<file path="config.mk">
export PLATFORM = sky130hd
export DESIGN_NAME = jtag_scan_arbiter
export DESIGN_NICKNAME = d
export VERILOG_FILES = /design/src/rtl/jtag_scan_arbiter.sv
export SDC_FILE = /design/constraint.sdc
export NUM_CORES = 1
export LEC_CHECK = 0
export CORE_UTILIZATION = 35
export CTS_BUF_LIST = sky130_fd_sc_hd__clkbuf_4 sky130_fd_sc_hd__clkbuf_8
export CTS_CLUSTER_SIZE = 28
export DETAILED_ROUTE_END_ITERATION = 10
export PLACE_DENSITY = 0.64
export SKIP_LAST_GASP = 1
export SLEW_MARGIN = 5
export SYNTH_ARGS = -nofsm -noshare
export SYNTH_HDL_FRONTEND = slang
export SYNTH_SLANG_ARGS = --single-unit
</file>
<file path="constraint.sdc">
create_clock -name clk -period 1.9 [get_ports clk]
set_input_delay 0.19 -clock clk [delete_from_list [all_inputs] [get_ports clk]]
set_output_delay 0.19 -clock clk [all_outputs]
set_load 0.02 [all_outputs]
</file>
<file path="src/rtl/jtag_scan_arbiter.sv">
// Round-robin arbiter that shares one JTAG master between two requesters: captures the winner's
// IR/DR, loads the master FIFOs, kicks each scan and watches busy with rise and scan timeouts.
//
// state      | meaning
// ST_IDLE    | waiting for a request; round-robin grant
// ST_LOAD_IR | push captured IR into the instruction FIFO once not full
// ST_START   | issue work with op/len for the current phase
// ST_WAIT_HI | wait for busy to rise (BUSY_RISE_MAX bound)
// ST_WAIT_LO | wait for busy to fall (SCAN_TIMEOUT bound)
// ST_DRAIN   | scan timed out; wait for the master to go idle
// ST_LOAD_DR | push captured DR into the data FIFO once not full
// ST_DONE    | done pulse is out; return to idle
module jtag_scan_arbiter #(
  parameter int DATA_INSTRUCTION = 10,
  parameter int DATA_FIFO        = 8,
  parameter int BUSY_RISE_MAX    = 8,
  parameter int SCAN_TIMEOUT     = 4096
) (
  input  logic                        clk,
  input  logic                        rst,
  input  logic                        req0,
  input  logic [DATA_INSTRUCTION-1:0] ir0,
  input  logic [DATA_FIFO-1:0]        dr0,
  input  logic                        dr_en0,
  output logic                        gnt0,
  output logic                        done0,
  output logic                        err0,
  input  logic                        req1,
  input  logic [DATA_INSTRUCTION-1:0] ir1,
  input  logic [DATA_FIFO-1:0]        dr1,
  input  logic                        dr_en1,
  output logic                        gnt1,
  output logic                        done1,
  output logic                        err1,
  output logic                        work,
  output logic                        op,
  output logic [15:0]                 len,
  input  logic                        busy,
  output logic [DATA_INSTRUCTION-1:0] wdata_instruction,
  output logic                        wr_instruction,
  input  logic                        full_instruction,
  output logic [DATA_FIFO-1:0]        wdata_data,
  output logic                        wr_data,
  input  logic                        full_data
);

  typedef enum logic [2:0] {
    ST_IDLE, ST_LOAD_IR, ST_START, ST_WAIT_HI, ST_WAIT_LO, ST_DRAIN, ST_LOAD_DR, ST_DONE
  } state_t;

  localparam logic [15:0] LEN_IR    = 16'(DATA_INSTRUCTION);
  localparam logic [15:0] LEN_DR    = 16'(DATA_FIFO);
  localparam logic [15:0] RISE_LAST = 16'(BUSY_RISE_MAX - 1);
  localparam logic [15:0] SCAN_LAST = 16'(SCAN_TIMEOUT - 1);

  state_t                      state_q, state_d;
  logic                        last_q, last_d;
  logic                        owner_q, owner_d;
  logic                        phase_q, phase_d;
  logic [DATA_INSTRUCTION-1:0] ir_q, ir_d;
  logic [DATA_FIFO-1:0]        dr_q, dr_d;
  logic                        dr_en_q, dr_en_d;
  logic [15:0]                 timer_q, timer_d;

  logic                        gnt0_q, gnt0_d, gnt1_q, gnt1_d;
  logic                        done0_q, done0_d, done1_q, done1_d;
  logic                        err0_q, err0_d, err1_q, err1_d;
  logic                        work_q, work_d;
  logic                        op_q, op_d;
  logic [15:0]                 len_q, len_d;
  logic [DATA_INSTRUCTION-1:0] wdi_q, wdi_d;
  logic                        wri_q, wri_d;
  logic [DATA_FIFO-1:0]        wdd_q, wdd_d;
  logic                        wrd_q, wrd_d;

  logic                        winner;
  logic                        done_p, err_p;

  // With both requests up the side that did not win last time gets the grant.
  assign winner = (req0 && req1) ? ~last_q : req1;

  always_comb begin
    state_d = state_q;
    last_d  = last_q;
    owner_d = owner_q;
    phase_d = phase_q;
    ir_d    = ir_q;
    dr_d    = dr_q;
    dr_en_d = dr_en_q;
    timer_d = (&timer_q) ? timer_q : timer_q + 16'd1;
    gnt0_d  = 1'b0;
    gnt1_d  = 1'b0;
    done_p  = 1'b0;
    err_p   = 1'b0;
    work_d  = 1'b0;
    op_d    = op_q;
    len_d   = len_q;
    wdi_d   = wdi_q;
    wri_d   = 1'b0;
    wdd_d   = wdd_q;
    wrd_d   = 1'b0;

    case (state_q)
      ST_IDLE: begin
        if (req0 || req1) begin
          owner_d = winner;
          last_d  = winner;
          gnt0_d  = ~winner;
          gnt1_d  = winner;
          ir_d    = winner ? ir1 : ir0;
          dr_d    = winner ? dr1 : dr0;
          dr_en_d = winner ? dr_en1 : dr_en0;
          phase_d = 1'b0;
          state_d = ST_LOAD_IR;
        end
      end
      ST_LOAD_IR: begin
        if (!full_instruction) begin
          wri_d   = 1'b1;
          wdi_d   = ir_q;
          state_d = ST_START;
        end
      end
      ST_START: begin
        work_d  = 1'b1;
        op_d    = phase_q;
        len_d   = phase_q ? LEN_DR : LEN_IR;
        timer_d = 16'd0;
        state_d = ST_WAIT_HI;
      end
      ST_WAIT_HI: begin
        if (busy) begin
          timer_d = 16'd0;
          state_d = ST_WAIT_LO;
        end else if (timer_q == RISE_LAST) begin
          err_p   = 1'b1;
          state_d = ST_IDLE;
        end
      end
      ST_WAIT_LO: begin
        // A falling busy wins over the timeout on the same cycle.
        if (!busy) begin
          if (!phase_q && dr_en_q) begin
            state_d = ST_LOAD_DR;
          end else begin
            done_p  = 1'b1;
            state_d = ST_DONE;
          end
        end else if (timer_q == SCAN_LAST) begin
          err_p   = 1'b1;
          state_d = ST_DRAIN;
        end
      end
      ST_DRAIN: begin
        if (!busy) state_d = ST_IDLE;
      end
      ST_LOAD_DR: begin
        if (!full_data) begin
          wrd_d   = 1'b1;
          wdd_d   = dr_q;
          phase_d = 1'b1;
          state_d = ST_START;
        end
      end
      ST_DONE: state_d = ST_IDLE;
      default: state_d = ST_IDLE;
    endcase

    done0_d = done_p & ~owner_q;
    done1_d = done_p & owner_q;
    err0_d  = err_p & ~owner_q;
    err1_d  = err_p & owner_q;
  end

  always_ff @(posedge clk) begin
    if (rst) begin
      state_q <= ST_IDLE;
      last_q  <= 1'b1;
      owner_q <= 1'b0;
      phase_q <= 1'b0;
      ir_q    <= '0;
      dr_q    <= '0;
      dr_en_q <= 1'b0;
      timer_q <= 16'd0;
      gnt0_q  <= 1'b0;
      gnt1_q  <= 1'b0;
      done0_q <= 1'b0;
      done1_q <= 1'b0;
      err0_q  <= 1'b0;
      err1_q  <= 1'b0;
      work_q  <= 1'b0;
      op_q    <= 1'b0;
      len_q   <= 16'd0;
      wdi_q   <= '0;
      wri_q   <= 1'b0;
      wdd_q   <= '0;
      wrd_q   <= 1'b0;
    end else begin
      state_q <= state_d;
      last_q  <= last_d;
      owner_q <= owner_d;
      phase_q <= phase_d;
      ir_q    <= ir_d;
      dr_q    <= dr_d;
      dr_en_q <= dr_en_d;
      timer_q <= timer_d;
      gnt0_q  <= gnt0_d;
      gnt1_q  <= gnt1_d;
      done0_q <= done0_d;
      done1_q <= done1_d;
      err0_q  <= err0_d;
      err1_q  <= err1_d;
      work_q  <= work_d;
      op_q    <= op_d;
      len_q   <= len_d;
      wdi_q   <= wdi_d;
      wri_q   <= wri_d;
      wdd_q   <= wdd_d;
      wrd_q   <= wrd_d;
    end
  end

  assign gnt0              = gnt0_q;
  assign gnt1              = gnt1_q;
  assign done0             = done0_q;
  assign done1             = done1_q;
  assign err0              = err0_q;
  assign err1              = err1_q;
  assign work              = work_q;
  assign op                = op_q;
  assign len               = len_q;
  assign wdata_instruction = wdi_q;
  assign wr_instruction    = wri_q;
  assign wdata_data        = wdd_q;
  assign wr_data           = wrd_q;

endmodule

</file>
==> impl_metrics.yaml, run 1 <==
status:
  status: "finished clean"
placement:
  numPortBuffers: 74
  hpwl_um: 4980
  postPlaceCellArea_um2: 3920
  gp_congestion: 0.794
  pre_cts_ws_ns: 0.185
  dp_cells: 529
power:
  power.density_nw_per_um2: 941
  p_leak_nw: 1.54
  totalPowerFinal_mw: 3.87
  irDropWorstVdd_uv: 490
logic_synthesis:
  yosysTopAreaCell: "dfxtp_1"
  synth_edf_count: 0
  ys_seq_area_frac: 0.456
  synth_compound_area_frac: 0.115
  synth.most_common_cell: "dfxtp_1"
  synth_top_family_by_area: "simple AND/OR/NAND/NOR gates"
  yosys.area_share.adder: 0.00402
  synthCells: 359
  synthSimpleGateAreaFrac: 0.253
  ys.flop_type: "dfxtp_1"
  netlist.area_leader.share: 0.456
  synthXorXnorAreaFrac: 0.0309
  syn_area_um2: 3110
  synthTopCellsByArea: "dfxtp_1 46%, mux2i_1 7.7%, nor2_1 6.5%"
  ys_seq_elements: 71
  ys_types: 43
  synthMuxAreaShare: 0.0771
  yosysWarnings: 0
  synthArstFlopShare: 0
  syn_area_per_cell_um2: 8.67
  synthTopCellsByCount: "71 x dfxtp_1, 54 x nor2_1, 50 x nand2_1"
cells_and_area:
  ff_latch_area_um2: 1420
  final_layout_size_suffix_gt1_frac: 0.0801
  area_delta_synth_final_pct: 32.3
  finalNetCount: 478
  final_util: 0.475
  finalNonFillerCells: 545
  multiInputGateArea_um2: 1550
  num_antenna_cells: 0
  design_area_um2: 4120
  fillers: 858
clock_network:
  htree_num_levels: 3
  clk_path_buf_depth: 2
  clock-root-buffer: "clkbuf_8"
  postCtsSetupBuffers: 0
  clock_latency_ns: 0.34
  cts_made_buffers: 9
  cts-resized-gates: 0
  cts-hold-fix-buffers: 0
  clkSlewWorstSetupHoldPaths_ns: 0.08
  cts_tree: "done"
  clock_sinks: 71
critical_path:
  critical_path_arrival_ns: 1.94
  r2r_start: "timer_q[0]$_SDFF_PP0_"
  worstSetupStartpoint: "timer_q[0]$_SDFF_PP0_"
  critPathRequiredTime_ns: 2.13
  start_kind: "flop"
  cp_max_fo: 6
  critPathCaptureType: "flop"
  crit_type: "flop to flop"
  reg2reg_depth: 6
worst_hold_path:
  whs_path_depth: 2
  min-delay-start: "rst"
  hold_class: "input pin to flop"
global_route:
  antenna_found_initial: 0
  grt_pass1_vias: 2384
  grt_max_degree: 27
  overflow: 0
  grtUsageTotal: 0.152
  grt_first_pass_wirelength_um: 10700
timing:
  fin_ws_ns: 0.183
  grt_setup_unrepaired: "no"
  whs_ns: 0.212
  final.min_clock_period_ns: 1.72
  finalCritPeriodShare: 0.904
  finalHoldViolCount: 0
  skew_ns: 0.00769
  max_freq_mhz: 582
  maxSlewHeadroom: 0.627
  tightestPinTransition_ns: 0.555
  setup_viol: 0
  fin_setup_tns_ns: 0
  drv_slew: 0
die:
  io-pin-count: 89
  die_area_um2: 9280
  die_h_um: 96.3
  rows: 34
  die_x_um: 96.3
  initial_core_util: 0.359
  core_area_um2: 8680
routing:
  drtIter0Drc: 63
  routedWlPerCell_um: 12.4
  wirelength_um: 6740
  via_per_inst: 4.81
  drcViolationCount: 0
  ant_nets: 0
  first_pass_iters: 4
  via_count: 2620
job:
  maxCapViolCount: 0
==> sequential cells by signal, indices dropped and copies added, names as in the netlist, 2 cells and up <==
name / flops
wdata_instruction: 10
wdata_data: 8
len: 2
dr_q: 8
ir_q: 10
state_q: 3
timer_q: 16
==> placed cells by master, fill, tap and decap left out, drive strengths merged, types with 9 or more instances in the layout <==
cell type / n
clkdlybuf4s50: 73
dfxtp: 71
nor2: 54
nand2: 50
mux2i: 24
a21oi: 23
a211oi: 20
conb: 14
nand3: 10
buf: 10
nor3: 9
clkbuf: 9
==> critical path, cell delays in order, from the launching register on <==
cell and delay (ns):
dfxtp_1 0.38, ha_1 0.21, and4_1 0.35, and3_1 0.26, and3_1 0.19, mux2i_1 0.18
nor2_1 0.05
==> cell type report <==
class / instances / area share
Multi-Input combinational cell: 266 / 0.377
Clock buffer: 9 / 0.0301
Timing Repair Buffer: 83 / 0.195
Inverter: 1 / 0.000911
Sequential cell: 71 / 0.345
Tap cell: 108 / 0.0328
Clock inverter: 7 / 0.0191
==> routing by layer <==
metal  wire length (µm)  GRT usage
met5                  0          0
met4                 48     0.0441
met3                308     0.0387
met2               3280      0.256
met1               3110      0.190
==> logic make-up after synthesis <==
group           count (synthesis)
compound gates                 55
xor+xnor                       11
fa+ha+maj                       1
buf+inv                        35
flops                          71
mux                            24
other cells                     1
simple gates                  161
==> report_power, final <==
| part | internal [mW] | switching (mW) |
|---|---|---|
| registers | 1.66 | 0.134 |
| logic | 0.392 | 0.458 |
| clock network | 0.622 | 0.606 |
==> worst paths after layout <==
kind,to,slack (ns)
hold reg to reg,wdata_data[0]$_SDFFE_PP0P_,0.45
setup / recovery,timer_q[14]$_SDFF_PP0_,0.18
hold / removal,len[1]$_SDFFE_PP0P_,0.21
setup reg to reg,timer_q[14]$_SDFF_PP0_,0.18
Note: power is estimated with default switching activity, not from simulation.
==> inputs of run 2 (changes only) <==
- clock period: 1.9 -> 1.8 ns (I/O delays scaled with it)
==> run 2 against run 1 <==
Against the previous run: critical endpoint is now state_q[0]$_SDFFE_PP0P_; sequential cell count unchanged; maximum frequency increased by 3.9%; clock skew decreased by 0.0027 ns; worst hold slack improved by 0.030 ns; first-iteration DRC count increased by 41%; combinational power increased by 12%.
==> impl_metrics.yaml, run 2 (synthesis gave the netlist of run 1 again) <==
critical_path:
  r2r_slack_ns: 0.15
  crit_chain: "ha_1 > and4bb_2 > nand4_2 > a221oi_2 > nand4b_1 > a21oi_1"
  crit_path_top_delay_cell: "dfxtp_1"
  r2r_start: "timer_q[0]$_SDFF_PP0_"
  worstSetupStartpoint: "timer_q[0]$_SDFF_PP0_"
  cp_max_fo: 4
  cpPeakStageDelay_ns: 0.37
  crit_type: "flop to flop"
  critPathRequiredTime_ns: 2.07
  critPathCaptureType: "flop"
  reg2reg_depth: 6
  start_kind: "flop"
  r2r-end: "state_q[0]$_SDFFE_PP0P_"
  critical_path_arrival_ns: 1.92
global_route:
  grt_max_degree: 24
  overflow: 0
  grtUsageTotal: 0.156
  antenna_found_initial: 0
  grt_first_pass_wirelength_um: 11000
  grt_pass1_vias: 2412
clock_network:
  clock_sinks: 71
  cts_made_buffers: 9
  htree_num_levels: 3
  clock_latency_ns: 0.34
  clock-root-buffer: "clkbuf_8"
  cts-hold-fix-buffers: 0
  clk_path_buf_depth: 2
  cts_tree: "done"
  clkSlewWorstSetupHoldPaths_ns: 0.07
cells_and_area:
  design_area_um2: 4200
  largest_reg_flops: 16
  ff_latch_area_um2: 1420
  multiInputGateArea_um2: 1560
  area_delta_synth_final_pct: 34.8
  regMostFlops: "timer_q"
  final_layout_size_suffix_gt1_frac: 0.0845
  num_antenna_cells: 0
  finalNetCount: 479
  mostFrequentLayoutCells: "73 x clkdlybuf4s50_1, 71 x dfxtp_1, 54 x nor2_1"
  fillers: 858
  final_common_cell: "clkdlybuf4s50_1"
routing:
  via_count: 2615
  wl_met1_um: 3120
  wirelength_um: 6910
  highest_layer: "met4"
  wl_met2_um: 3290
  drtIter0Drc: 89
  via_per_inst: 4.79
  drcViolationCount: 0
  ant_nets: 0
  wl_met3_um: 353
  first_pass_iters: 4
  routedWlPerCell_um: 12.6
job:
  maxCapViolCount: 0
status:
  status: "finished clean"
placement:
  gp_congestion: 0.797
  hpwl_um: 5030
  numPortBuffers: 74
  postPlaceCellArea_um2: 3950
die:
  initial_core_util: 0.359
  die_area_um2: 9280
  die_x_um: 96.3
  io-pin-count: 89
  core_area_um2: 8680
  die_h_um: 96.3
  rows: 34
power:
  p_leak_nw: 1.57
  power.density_nw_per_um2: 1050
  irDropWorstVdd_uv: 359
timing:
  fin_setup_tns_ns: 0
  finalCritPeriodShare: 0.918
  setup_viol: 0
  drv_slew: 0
  grt_setup_unrepaired: "no"
  maxSlewHeadroom: 0.637
  tightestPinTransition_ns: 0.541
  skew_ns: 0.00498
  max_freq_mhz: 605
  finalHoldViolCount: 0
  final.min_clock_period_ns: 1.65
  whs_ns: 0.242
worst_hold_path:
  hold_class: "input pin to flop"
  min-delay-start: "rst"
  whs_path_depth: 2
  hold_path_end: "owner_q$_SDFFE_PP0P_"
-- run 2: cell types whose count changed in the layout (fill, tap and decap cells not counted), sizes merged --
cell,previous run,this run
inv,4,1
bufinv,1,3
buf,10,11
clkbuf,9,10
clkinv,3,2
clkinvlp,0,1
-- run 2: report_power, final --
| part | internal [mW] | switching, mW |
|---|---|---|
| Combinational | 0.454 | 0.498 |
| Clock | 0.953 | 0.584 |
| Sequential | 1.76 | 0.141 |
| Total | 3.16 | 1.22 |
-- run 2: area by class of cell --
class | count | share of cell area
Clock buffer | 10 | 0.0328
Clock inverter | 6 | 0.0256
Inverter | 1 | 0.000894
Multi-Input combinational cell | 266 | 0.371
Sequential cell | 71 | 0.339
Tap cell | 108 | 0.0322
Timing Repair Buffer | 84 | 0.199
-- run 2: worst max path at each step --
stage,end,slack (ns),cells after the start
after global placement,last_q$_SDFFE_PP1P_,0.13,4
after floorplan,timer_q[14]$_SDFF_PP0_,0.23,7
after detailed placement,timer_q[14]$_SDFF_PP0_,0.09,6
final,state_q[0]$_SDFFE_PP0P_,0.15,6
after global routing,state_q[0]$_SDFFE_PP0P_,0.008,6
after CTS,timer_q[14]$_SDFF_PP0_,0.06,6
-- run 2: repair_timing --
action / CTS / global route
setup buffers: 0 / 0
resized for setup: 0 / 2
endpoints found under the setup margin: 0 / 2
-- run 2: through the flow --
| step | util | cells | power (mW) | worst slack (ns) |
|---|---|---|---|---|
| final | 0.484 | 546 | 4.39 | 0.147 |
| after global routing | 0.484 | 546 | 4.62 | 0.00843 |
| after CTS | 0.483 | 546 | 4.43 | 0.0624 |
| after detailed placement | 0.455 | 530 | 2.89 | 0.0931 |
| after global placement | 0.455 | 530 | 2.86 | 0.133 |
| after floorplan | - | 372 | 2.53 | 0.234 |
-- run 2: metal layers --
metal  up-vias  track usage
li1       1355            -
met1      1182        0.183
met2        64        0.261
met3        14       0.0411
met4         0       0.0772
met5         -            0
-- run 2: critical path: cells and delay by family, from the launching register on --
family | cells | cell delay, ns
adder cells (fa/ha/maj) | 1 | 0.22
flip-flops | 1 | 0.37
AND/OR/NAND/NOR | 3 | 0.51
AO/OA/AOI/OAI | 2 | 0.47
==> inputs of run 3 (changes only) <==
- CORE_UTILIZATION: 35 -> 49
- PLACE_DENSITY: 0.64 -> 0.84
==> run 3 against run 2 <==
Against the previous run: sequential cell count unchanged; critical path depth is 1 lower; global-route usage is 7.2 points higher; clock power is 17% lower; final cell count shrank 6.2%; register-to-register slack about the same; non-clock buffer count shrank 1; setup slack lost 0.0083 ns; total power decreased by 5.7%; core utilization up 20 points; wire length up 1.1%; combinational power fell by 0.5%; critical path type unchanged; highest routed layer unchanged.
==> impl_metrics.yaml, run 3 (synthesis gave the netlist of run 1 again) <==
clock_network:
  clock_latency_ns: 0.34
  cts-hold-fix-buffers: 0
  cts_made_buffers: 9
  clock-root-buffer: "clkbuf_8"
  htree_num_levels: 3
  clk_path_buf_depth: 2
  clock_sinks: 71
  cts_tree: "done"
  clkSlewWorstSetupHoldPaths_ns: 0.08
routing:
  first_pass_iters: 4
  wirelength_um: 6980
  via_per_inst: 5.29
  drtIter0Drc: 120
  via_count: 2708
  routedWlPerCell_um: 13.6
  drcViolationCount: 0
  ant_nets: 0
die:
  initial_core_util: 0.517
  rows: 28
  io-pin-count: 89
  core_area_um2: 6030
  die_x_um: 81.7
  die_h_um: 81.7
  die_area_um2: 6680
global_route:
  antenna_found_initial: 0
  grt_pass1_vias: 2563
  grtUsageTotal: 0.228
  grt_first_pass_wirelength_um: 11500
  overflow: 0
  grt_max_degree: 41
cells_and_area:
  final_util: 0.681
  final_layout_size_suffix_gt1_frac: 0.0870
  finalNetCount: 478
  area_delta_synth_final_pct: 31.8
  largest_reg_flops: 16
  mostFrequentLayoutCells: "73 x clkdlybuf4s50_1, 70 x dfxtp_1, 54 x nor2_1"
  num_antenna_cells: 0
  regMostFlops: "timer_q"
  final_common_cell: "clkdlybuf4s50_1"
timing:
  drv_slew: 0
  final.min_clock_period_ns: 1.66
  maxSlewHeadroom: 0.651
  setup_viol: 0
  finalCritPeriodShare: 0.923
  tightestPinTransition_ns: 0.520
  grt_setup_unrepaired: "no"
  skew_ns: 0.00655
  fin_setup_tns_ns: 0
  finalHoldViolCount: 0
  max_freq_mhz: 602
  fin_ws_ns: 0.139
placement:
  hpwl_um: 5050
  numPortBuffers: 74
  gp_congestion: 0.842
  pre_cts_ws_ns: 0.0308
job:
  maxCapViolCount: 0
power:
  power.density_nw_per_um2: 1010
  irDropWorstVdd_uv: 653
  p_leak_nw: 1.54
critical_path:
  critical_path_arrival_ns: 1.89
  critPathRequiredTime_ns: 2.03
  crit_type: "flop to flop"
  start_kind: "flop"
  cp_max_fo: 7
  critPathCaptureType: "flop"
worst_hold_path:
  hold_class: "input pin to flop"
status:
  status: "finished clean"
==> run 3: changes by cell type in the layout (fill, tap and decap cells not counted), sizes merged <==
cell / delta
buf: -1
bufinv: -2
clkbuf: +1
inv: +1
==> run 3: what timing repair did <==
action / in CTS / in global routing
pin swaps: 0 / 1
endpoints found under the setup margin: 1 / 3
resized for setup: 1 / 4
buffers inserted: 0 / 0
==> run 3: worst max-delay path, cell delays in order, from the launching register on <==
cell     delay [ns]
dfxtp_1        0.43
and4_1         0.40
and3_1         0.27
and3_1         0.20
mux2i_1        0.21
nor2_1         0.05
==> run 3: final cells by class <==
type	instances	area, µm²
fill	509	1920
clock inverter	5	56.3
tap	75	93.8
multi-input combinational	266	1570
sequential	71	1420
timing repair buffer	83	816
clock buffer	11	145
inverter	1	3.75
==> run 3: per-layer routing <==
metal	share of wire	up-vias	GRT usage
li1	-	1355	-
met1	0.42	1256	0.274
met2	0.52	85	0.382
met3	0.048	12	0.0622
met4	0.019	0	0.0912
met5	0	-	0
==> run 3: path summary, 6_finish.rpt <==
path                          from                          to  slack, ns  cells after the start
max          timer_q[8]$_SDFF_PP0_      timer_q[14]$_SDFF_PP0_       0.14                      5
min                            rst        owner_q$_SDFFE_PP0P_       0.19                      2
min reg2reg   dr_q[5]$_SDFFE_PP0P_  wdata_data[5]$_SDFFE_PP0P_       0.46                      2
max reg2reg  timer_q[8]$_SDFF_PP0_      timer_q[14]$_SDFF_PP0_       0.14                      5
==> run 3: power breakdown <==
| part | switching [mW] | leakage (nW) | internal [mW] | total (mW) |
|---|---|---|---|---|
| clock | 0.590 | 0.103 | 0.693 | 1.28 |
| combinational | 0.508 | 0.857 | 0.439 | 0.947 |
| sequential | 0.147 | 0.579 | 1.76 | 1.90 |
==> run 3: per-stage QoR <==
stage          power, mW  cell area, µm²  std cells  hold WS [ns]
5_1_grt             4.36            4110        512         0.186
6_report            4.13            4110        512         0.189
4_1_cts             4.14            4090        512         0.183
2_1_floorplan       2.53            3160        372         0.341
3_3_place_gp        2.83            3890        496         0.438
3_5_place_dp        2.87            3890        496         0.445
